### src/rtl/pipe_pkg.sv
// Shared pipeline constants and F/D payload layout.
// Stages pack/unpack their bundles here; pipe_stage_reg stays field-agnostic.
package pipe_pkg;

  localparam int OPCODE_W = 5;
  localparam int REG_W    = 3;
  localparam int SHMNT_W  = 5;
  localparam int ADDR_W   = 32;

  localparam int FD_PAYLOAD_W = 80;

  localparam int FD_NEXT_LSB  = 0;
  localparam int FD_NEXT_MSB  = 31;
  localparam int FD_OPC_LSB   = 32;
  localparam int FD_OPC_MSB   = 36;
  localparam int FD_RS_LSB    = 37;
  localparam int FD_RS_MSB    = 39;
  localparam int FD_RD_LSB    = 40;
  localparam int FD_RD_MSB    = 42;
  localparam int FD_SHMNT_LSB = 43;
  localparam int FD_SHMNT_MSB = 47;
  localparam int FD_PC_LSB    = 48;
  localparam int FD_PC_MSB    = 79;

  localparam logic [OPCODE_W-1:0] NOP_OPCODE = '0;

  typedef struct packed {
    logic [ADDR_W-1:0]   pc;
    logic [SHMNT_W-1:0]  shmnt;
    logic [REG_W-1:0]    rd;
    logic [REG_W-1:0]    rs;
    logic [OPCODE_W-1:0] opcode;
    logic [ADDR_W-1:0]   next_addr;
  } if_id_t;

  function automatic logic [FD_PAYLOAD_W-1:0] fd_pack(
    input logic [ADDR_W-1:0]   pc,
    input logic [SHMNT_W-1:0]  shmnt,
    input logic [REG_W-1:0]    rd,
    input logic [REG_W-1:0]    rs,
    input logic [OPCODE_W-1:0] opcode,
    input logic [ADDR_W-1:0]   next_addr
  );
    logic [FD_PAYLOAD_W-1:0] p;
    p = '0;
    p[FD_PC_MSB:FD_PC_LSB]       = pc;
    p[FD_SHMNT_MSB:FD_SHMNT_LSB] = shmnt;
    p[FD_RD_MSB:FD_RD_LSB]       = rd;
    p[FD_RS_MSB:FD_RS_LSB]       = rs;
    p[FD_OPC_MSB:FD_OPC_LSB]     = opcode;
    p[FD_NEXT_MSB:FD_NEXT_LSB]   = next_addr;
    return p;
  endfunction

  function automatic if_id_t fd_unpack(
    input logic [FD_PAYLOAD_W-1:0] p
  );
    return if_id_t'(p);
  endfunction

  function automatic logic [FD_PAYLOAD_W-1:0] fd_nop();
    return fd_pack('0, '0, '0, '0, NOP_OPCODE, '0);
  endfunction

endpackage

### src/rtl/pipe_stage_reg.sv
// Generic valid/ready pipeline register with 2-entry skid and flush.
// Optional stall counter: define PIPE_STAGE_STALL_CNT_EN.
module pipe_stage_reg
  import pipe_pkg::*;
#(
  parameter int               WIDTH     = FD_PAYLOAD_W,
  parameter logic [WIDTH-1:0] RESET_VAL = '0,
  parameter logic [WIDTH-1:0] NOP_VAL   = '0
) (
  input  logic             clk,
  input  logic             rst_n,
  input  logic             in_valid,
  input  logic [WIDTH-1:0] in_data,
  output logic             in_ready,
  output logic             out_valid,
  output logic [WIDTH-1:0] out_data,
  input  logic             out_ready,
  input  logic             flush
`ifdef PIPE_STAGE_STALL_CNT_EN
  ,
  output logic [15:0]      stall_cnt
`endif
);

  logic             r_out_valid;
  logic [WIDTH-1:0] r_out_data;
  logic             r_skid_valid;
  logic [WIDTH-1:0] r_skid_data;
  logic             r_in_ready;

  logic             w_in_fire;
  logic             w_out_fire;
  logic             w_main_free;
  logic             w_out_valid_d;
  logic [WIDTH-1:0] w_out_data_d;
  logic             w_skid_valid_d;
  logic [WIDTH-1:0] w_skid_data_d;

  assign w_in_fire   = in_valid & r_in_ready;
  assign w_out_fire  = r_out_valid & out_ready;
  assign w_main_free = ~r_out_valid | w_out_fire;

  always_comb begin
    w_out_valid_d  = r_out_valid;
    w_out_data_d   = r_out_data;
    w_skid_valid_d = r_skid_valid;
    w_skid_data_d  = r_skid_data;
    if (flush) begin
      w_out_valid_d  = 1'b0;
      w_out_data_d   = NOP_VAL;
      w_skid_valid_d = 1'b0;
    end else if (r_skid_valid) begin
      // in_ready is low here, so no new payload can arrive
      if (w_out_fire) begin
        w_out_valid_d  = 1'b1;
        w_out_data_d   = r_skid_data;
        w_skid_valid_d = 1'b0;
      end
    end else if (w_main_free) begin
      w_out_valid_d = w_in_fire;
      if (w_in_fire) begin
        w_out_data_d = in_data;
      end
    end else if (w_in_fire) begin
      w_skid_valid_d = 1'b1;
      w_skid_data_d  = in_data;
    end
  end

  always_ff @(posedge clk) begin
    if (!rst_n) begin
      r_out_valid  <= 1'b0;
      r_out_data   <= RESET_VAL;
      r_skid_valid <= 1'b0;
      r_skid_data  <= RESET_VAL;
      r_in_ready   <= 1'b1;
    end else begin
      r_out_valid  <= w_out_valid_d;
      r_out_data   <= w_out_data_d;
      r_skid_valid <= w_skid_valid_d;
      r_skid_data  <= w_skid_data_d;
      r_in_ready   <= ~w_skid_valid_d;
    end
  end

  assign in_ready  = r_in_ready;
  assign out_valid = r_out_valid;
  assign out_data  = r_out_data;

`ifdef PIPE_STAGE_STALL_CNT_EN
  logic [15:0] r_stall_cnt;

  always_ff @(posedge clk) begin
    if (!rst_n) begin
      r_stall_cnt <= '0;
    end else if (r_out_valid && !out_ready
                 && r_stall_cnt != 16'hFFFF) begin
      r_stall_cnt <= r_stall_cnt + 16'd1;
    end
  end

  assign stall_cnt = r_stall_cnt;
`endif

endmodule

### config.mk
export PLATFORM = sky130hd
export DESIGN_NAME = pipe_stage_reg
export DESIGN_NICKNAME = d
export VERILOG_FILES = /design/src/rtl/pipe_pkg.sv /design/src/rtl/pipe_stage_reg.sv
export SDC_FILE = /design/constraint.sdc
export NUM_CORES = 1
export LEC_CHECK = 0
export ABC_AREA = 1
export ABC_CLOCK_PERIOD_IN_PS = 1600
export BUFFER_PORTS_ARGS = -buffer_cell sky130_fd_sc_hd__buf_2
export CORE_AREA = 5 5 165 167
export DETAILED_ROUTE_END_ITERATION = 12
export DIE_AREA = 0 0 170 172
export GPL_TIMING_DRIVEN = 0
export SLEW_MARGIN = 15
export SYNTH_ARGS = -nofsm -noshare
export SYNTH_HDL_FRONTEND = slang
export SYNTH_SLANG_ARGS = --single-unit
### constraint.sdc
create_clock -name clk -period 1.6 [get_ports clk]
set_input_delay 0.4 -clock clk [delete_from_list [all_inputs] [get_ports clk]]
set_output_delay 0.4 -clock clk [all_outputs]
set_load 0.02 [all_outputs]
# Word-level counts from Yosys, hierarchy flattened
# Index checks and enable logic that the tools add are counted.
dict set report totals {
  inputBits 85
  ff_bits 163
  output_inout_bits 82
}
dict set report op_classes {
  n_mux 12
  eq_ne 1
  bitwise 9
  reduce_logical 6
}
# operator count
set op_table {}
lappend op_table {{2-to-1 mux 80 bit} 4}
lappend op_table {{2-to-1 mux 1 bit} 8}
lappend op_table {{NOT 1 bit} 6}
lappend op_table {{AND reduction 4 bit} 1}
lappend op_table {{nonzero test 2 bit} 2}
lappend op_table {{AND reduction 3 bit} 1}
lappend op_table {{AND 1 bit} 2}
lappend op_table {{inequality test 2 x 1 -> 1 bit (second input constant)} 1}
lappend op_table {{AND reduction 2 bit} 1}
lappend op_table {{OR reduction 2 bit} 1}
lappend op_table {{OR 1 bit} 1}

# Logic depth before layout (Yosys ltp)
dict set report logic_depth {
  word_depth 6
  ltp_mapped 9
  depth_no_buf 6
}

# Least setup slack after synthesis
# Ideal clock, no wire load.
dict set report synth_timing {
  path_type {reg2reg}
  startpoint {register r_out_valid (netlist: out_valid)}
  endpoint {register r_skid_data[59]}
  period_less_slack_ps 1343
  setup_ps 113
  required_ps 1487
  path_stages_with_launch 8
  slack_ps 257
  t_arrival_ps 1230
  path_cell_list {dfxtp_1 -> nand3_1 -> nor2_2 -> buf_4 -> buf_4 -> nand2_1 -> nand2_1 -> nor2_1}
}
dict set report synth_between {
  elab_chain_cells 4
}
# item line
set synth_rtl {}
lappend synth_rtl {{start: declaration} pipe_stage_reg.sv:25} ;# logic r_out_valid;
lappend synth_rtl {{start signal: assignment} pipe_stage_reg.sv:78} ;# r_out_valid <= w_out_valid_d;
lappend synth_rtl {{AND 1 bit or NOT 1 bit (tied branches)} {pipe_stage_reg.sv:40, pipe_stage_reg.sv:41}}
lappend synth_rtl {{OR 1 bit *} pipe_stage_reg.sv:41} ;# assign w_main_free = ~r_out_valid | w_out_fire;
lappend synth_rtl {{NOT 1 bit (no line) *} --}
lappend synth_rtl {{AND reduction 4 bit (no line) *} --}
lappend synth_rtl {{end signal: assignment} pipe_stage_reg.sv:81} ;# r_skid_data <= w_skid_data_d;
lappend synth_rtl {{end: declaration} pipe_stage_reg.sv:28} ;# logic [WIDTH-1:0] r_skid_data;
# Mark *: on every way between the ends. The rest lies on a longest branch, timed or not.
# A chain may end at the register's enable or synchronous reset.

# Worst setup path in the final report
dict set report layout_timing {
  startpoint {register r_skid_valid}
  endpoint {register r_skid_data[59]}
}
dict set report layout_between {
  elab_chain_cells 2
}
# item line
set layout_rtl {}
lappend layout_rtl {{start: declaration} pipe_stage_reg.sv:27} ;# logic r_skid_valid;
lappend layout_rtl {{start signal: assignment} pipe_stage_reg.sv:80} ;# r_skid_valid <= w_skid_valid_d;
lappend layout_rtl {{NOT 1 bit (no line)} --}
lappend layout_rtl {{AND reduction 4 bit (no line)} --}
# No other way between the ends.

==> results.tsv <==
stage	metric	value	unit
final_layout	nets@finish	1506	
power_and_ir_drop	sequential power share	0.435	
timing	Worst Skew	0.007408	ns
drt	ANT nets after route	0	
clock_tree	clock-pin transition on the worst setup and hold timing paths	0.07	ns
place	Cells after DPL	1723	
global_route	first-pass GRT wire length	35360	µm
drt	number of detailed-route iterations in the first pass	5	
final_layout	share of layout cells above drive strength 1	0.1848	
timing	Slew headroom	0.6751	
drt	vias per cell	4.154	
place	DP HPWL	15440	µm
clock_tree	CTS hold repair buffers	0	
timing	fin crit period	1.518	ns
timing	final period utilization	0.9485	
place	IO Port Bufs	165	
die	chip width	170	µm
logic_synthesis	Synth Instances	1223	
logic_synthesis	sequential area share after synthesis	0.4342	
worst_setup_path	crit path cell chain	buf_8 -> inv_2 -> nand3_1 -> nor2_4 -> buf_6 -> buf_12 -> buf_8 -> nand2_1 -> nand2_1 -> nor2_1	
global_route	vias in the first global route	6854	
die	Ports	167	
timing	final setup fails	0	
timing	Hold Slack	0.2831	ns
power_and_ir_drop	NetSw	2.609	mW
worst_setup_path	Crit. End Element	flop	
worst_setup_path	CP Class	reg2reg	
clock_tree	CTS tree	yes	
worst_setup_path	Worst Setup Start Kind	flop	
clock_tree	H-tree depth	4	
global_route	gr ovfl total	0	
worst_setup_path	kind of cell adding the most delay to the critical path	buffers and inverters	
power_and_ir_drop	clock power share	0.439	
power_and_ir_drop	Pwr per Cell Area	1006	mW/mm²
status	status	completed	
worst_setup_path	largest stage delay on the critical path	0.32	ns
worst_hold_path	worst hold-check path type	in2reg	
die	core area	0.02562	mm²
logic_synthesis	Yosys top cell by area	dfxtp_1	
clock_tree	CTS Buf Count	17	
die	chip height	172	µm
clock_tree	clk root buf	clkbuf_16	
final_layout	final cell count without fillers	1770	
place	area of placed instances	0.008760	mm²
power_and_ir_drop	Lkg Pwr	4.903	nW
die	FP Rows	59	
die	Die ar.	0.02924	mm²
final_layout	synth-to-layout area growth	29.22	%
global_route	initial antenna violation count	1	
timing	Worst Tran Pin Value	0.4874	ns
timing	Highest Clock Rate	0.6590	GHz
flow_run	maxcap violations	0	
logic_synthesis	register bit total from synthesis	163	
timing	RSZ-0062 raised after global routing	yes	
logic_synthesis	syn_nets	1308	
power_and_ir_drop	Peak VDD IR	0.5538	mV
clock_tree	Clock Path Buffers	2	
drt	DR iter-0 viols	387	
drt	DRT Wirelength	22350	µm
timing	Slew Viols, Final	0	
power_and_ir_drop	Int Power	7.155	mW
clock_tree	clock latency on the worst-skew pair	0.42	ns
drt	residual DRC count	0	
logic_synthesis	Synth area leaders	dfxtp_1, nand2_1, nor2_1	
logic_synthesis	yosys warns	0	
power_and_ir_drop	Net Sw Frac	0.2672	
logic_synthesis	Yosys top cell area share	0.4342	
logic_synthesis	post-synthesis cell area	0.007515	mm²
drt	drt wl/cell	12.63	µm
logic_synthesis	Cell variety after synth	16	
final_layout	fin area	0.009711	mm²
global_route	global-route usage over all layers	0.1511	
die	starting density of the core	0.2934	
worst_setup_path	Critical Path AT	1.83	ns
global_route	largest net degree at the start of global routing	17	
timing	setup TNS	0	ns
worst_setup_path	crit path buf inv count	5	
clock_tree	clock sink count	163	
power_and_ir_drop	combinational share of power	0.125	
worst_setup_path	Slowest cell on crit path	dfxtp_2	
worst_setup_path	CP required	1.92	ns
drt	Vias	7353	
timing	Fin. Hold Viols	0	
worst_setup_path	CP Max Fanout	10	
logic_synthesis	Syn Area/Cell	6.144	µm²
place	Final Wtd Congestion	0.7926	
[worst reg2reg max path: cells and delay by family, from the launching register on]
kind | cells | cell delay [ns]
buffers and inverters | 5 | 0.60
AND/OR/NAND/NOR | 5 | 0.49
flip-flops | 1 | 0.32
[what timing repair did]
action / CTS / global route
setup endpoints to repair: 162 / 136
pin swaps: 3 / 9
gates cloned: 1 / 1
resized for setup: 17 / 34
setup buffers: 10 / 5
[power by group through the flow]
| stage | sequential [mW] | combinational, mW | clock, mW |
|---|---|---|---|
| after CTS | 4.25 | 1.23 | 4.40 |
| after detailed placement | 4.34 | 1.17 | 0 |
| after global routing | 4.26 | 1.39 | 4.58 |
| final | 4.25 | 1.22 | 4.29 |
| after floorplan | 4.46 | 0.628 | 0 |
| after global placement | 4.34 | 1.17 | 0 |
[through the flow]
stage          utilization  setup WS (ns)  power, mW
2_1_floorplan            -         0.2572      5.092
3_3_place_gp        0.3420        -0.3364      5.507
3_5_place_dp        0.3420        -0.3401      5.512
4_1_cts             0.3726       0.009866      9.883
5_1_grt             0.3791       -0.02575      10.23
6_report            0.3791        0.08248      9.764
[synthesized netlist by cell type]
cell type  number
nand3_1        11
nand2_2         1
buf_4          13
o21ai_0        71
buf_2          26
nor2_2          1
nor2_1        330
nand2_1       399
inv_1         164
clkbuf_1       15
buf_6           9
dfxtp_1       163
buf_1           8
a21oi_1         9
o21ai_2         1
inv_2           2
[cells by family (layout without fill, tap and decap cells)]
group,count (synthesis),after routing,share of synthesized area
and+or+nand+nor,742,742,0.3731
AOI/OAI and AO/OA,81,81,0.05445
DFF,163,163,0.4342
other,0,1,0
buffers and inverters,237,448,0.1382
[state kept, by name, summed over array words and instances, names as in the netlist]
register / flops
out_data: 80
in_ready: 1
r_skid_valid: 1
r_skid_data: 80
out_valid: 1
[placed cells by master, fill, tap and decap left out]
cell type   instances
nand3_1            11
buf_2             176
a21oi_1             9
inv_1             164
dfxtp_2             1
nor2_1            328
buf_16              1
buf_1               8
clkinv_4            2
inv_6               2
clkbuf_1           17
nor2_4              1
o21ai_0            71
clkinv_2            3
buf_12              5
nand2_8             1
buf_8               4
clkbuf_4            5
clkinvlp_4          2
diode_2             1
bufinv_16           3
nand2_1           399
clkbuf_16          18
inv_2               2
nor2_2              2
dfxtp_1           162
buf_4              15
buf_6              20
clkbuf_8            1
o21ai_4             1
[final timing paths]
path	start	to	slack, ns	cells past startpoint
max	r_skid_valid	r_skid_data[59]	0.08	10
max reg2reg	r_skid_valid	r_skid_data[59]	0.08	10
min reg2reg	out_data[66]	out_data[66]	0.48	2
min	in_data[60]	r_skid_data[60]	0.28	5
[layer usage]
| metal | GRT usage | up-vias | routed length, µm |
|---|---|---|---|
| met5 | 0 | - | 0 |
| met4 | 0.03472 | 0 | 237 |
| met3 | 0.03452 | 15 | 1202 |
| met2 | 0.2474 | 159 | 10220 |
| met1 | 0.2043 | 3221 | 10690 |
| li1 | - | 3958 | - |
[final cells by class]
| cell class | count | area, µm² |
|---|---|---|
| diodes | 1 | 2.502 |
| plain buffers | 68 | 528.0 |
| clock buffers | 20 | 446.7 |
| clock inverters | 12 | 155.1 |
| fillers | 2800 | 15910 |
| inverters | 166 | 623.1 |
| multi-input cells | 823 | 3244 |
| flip-flops and latches | 163 | 3264 |
| well taps | 335 | 419.2 |
| repair buffers | 182 | 1027 |
Note: power is estimated with default switching activity, not from simulation.
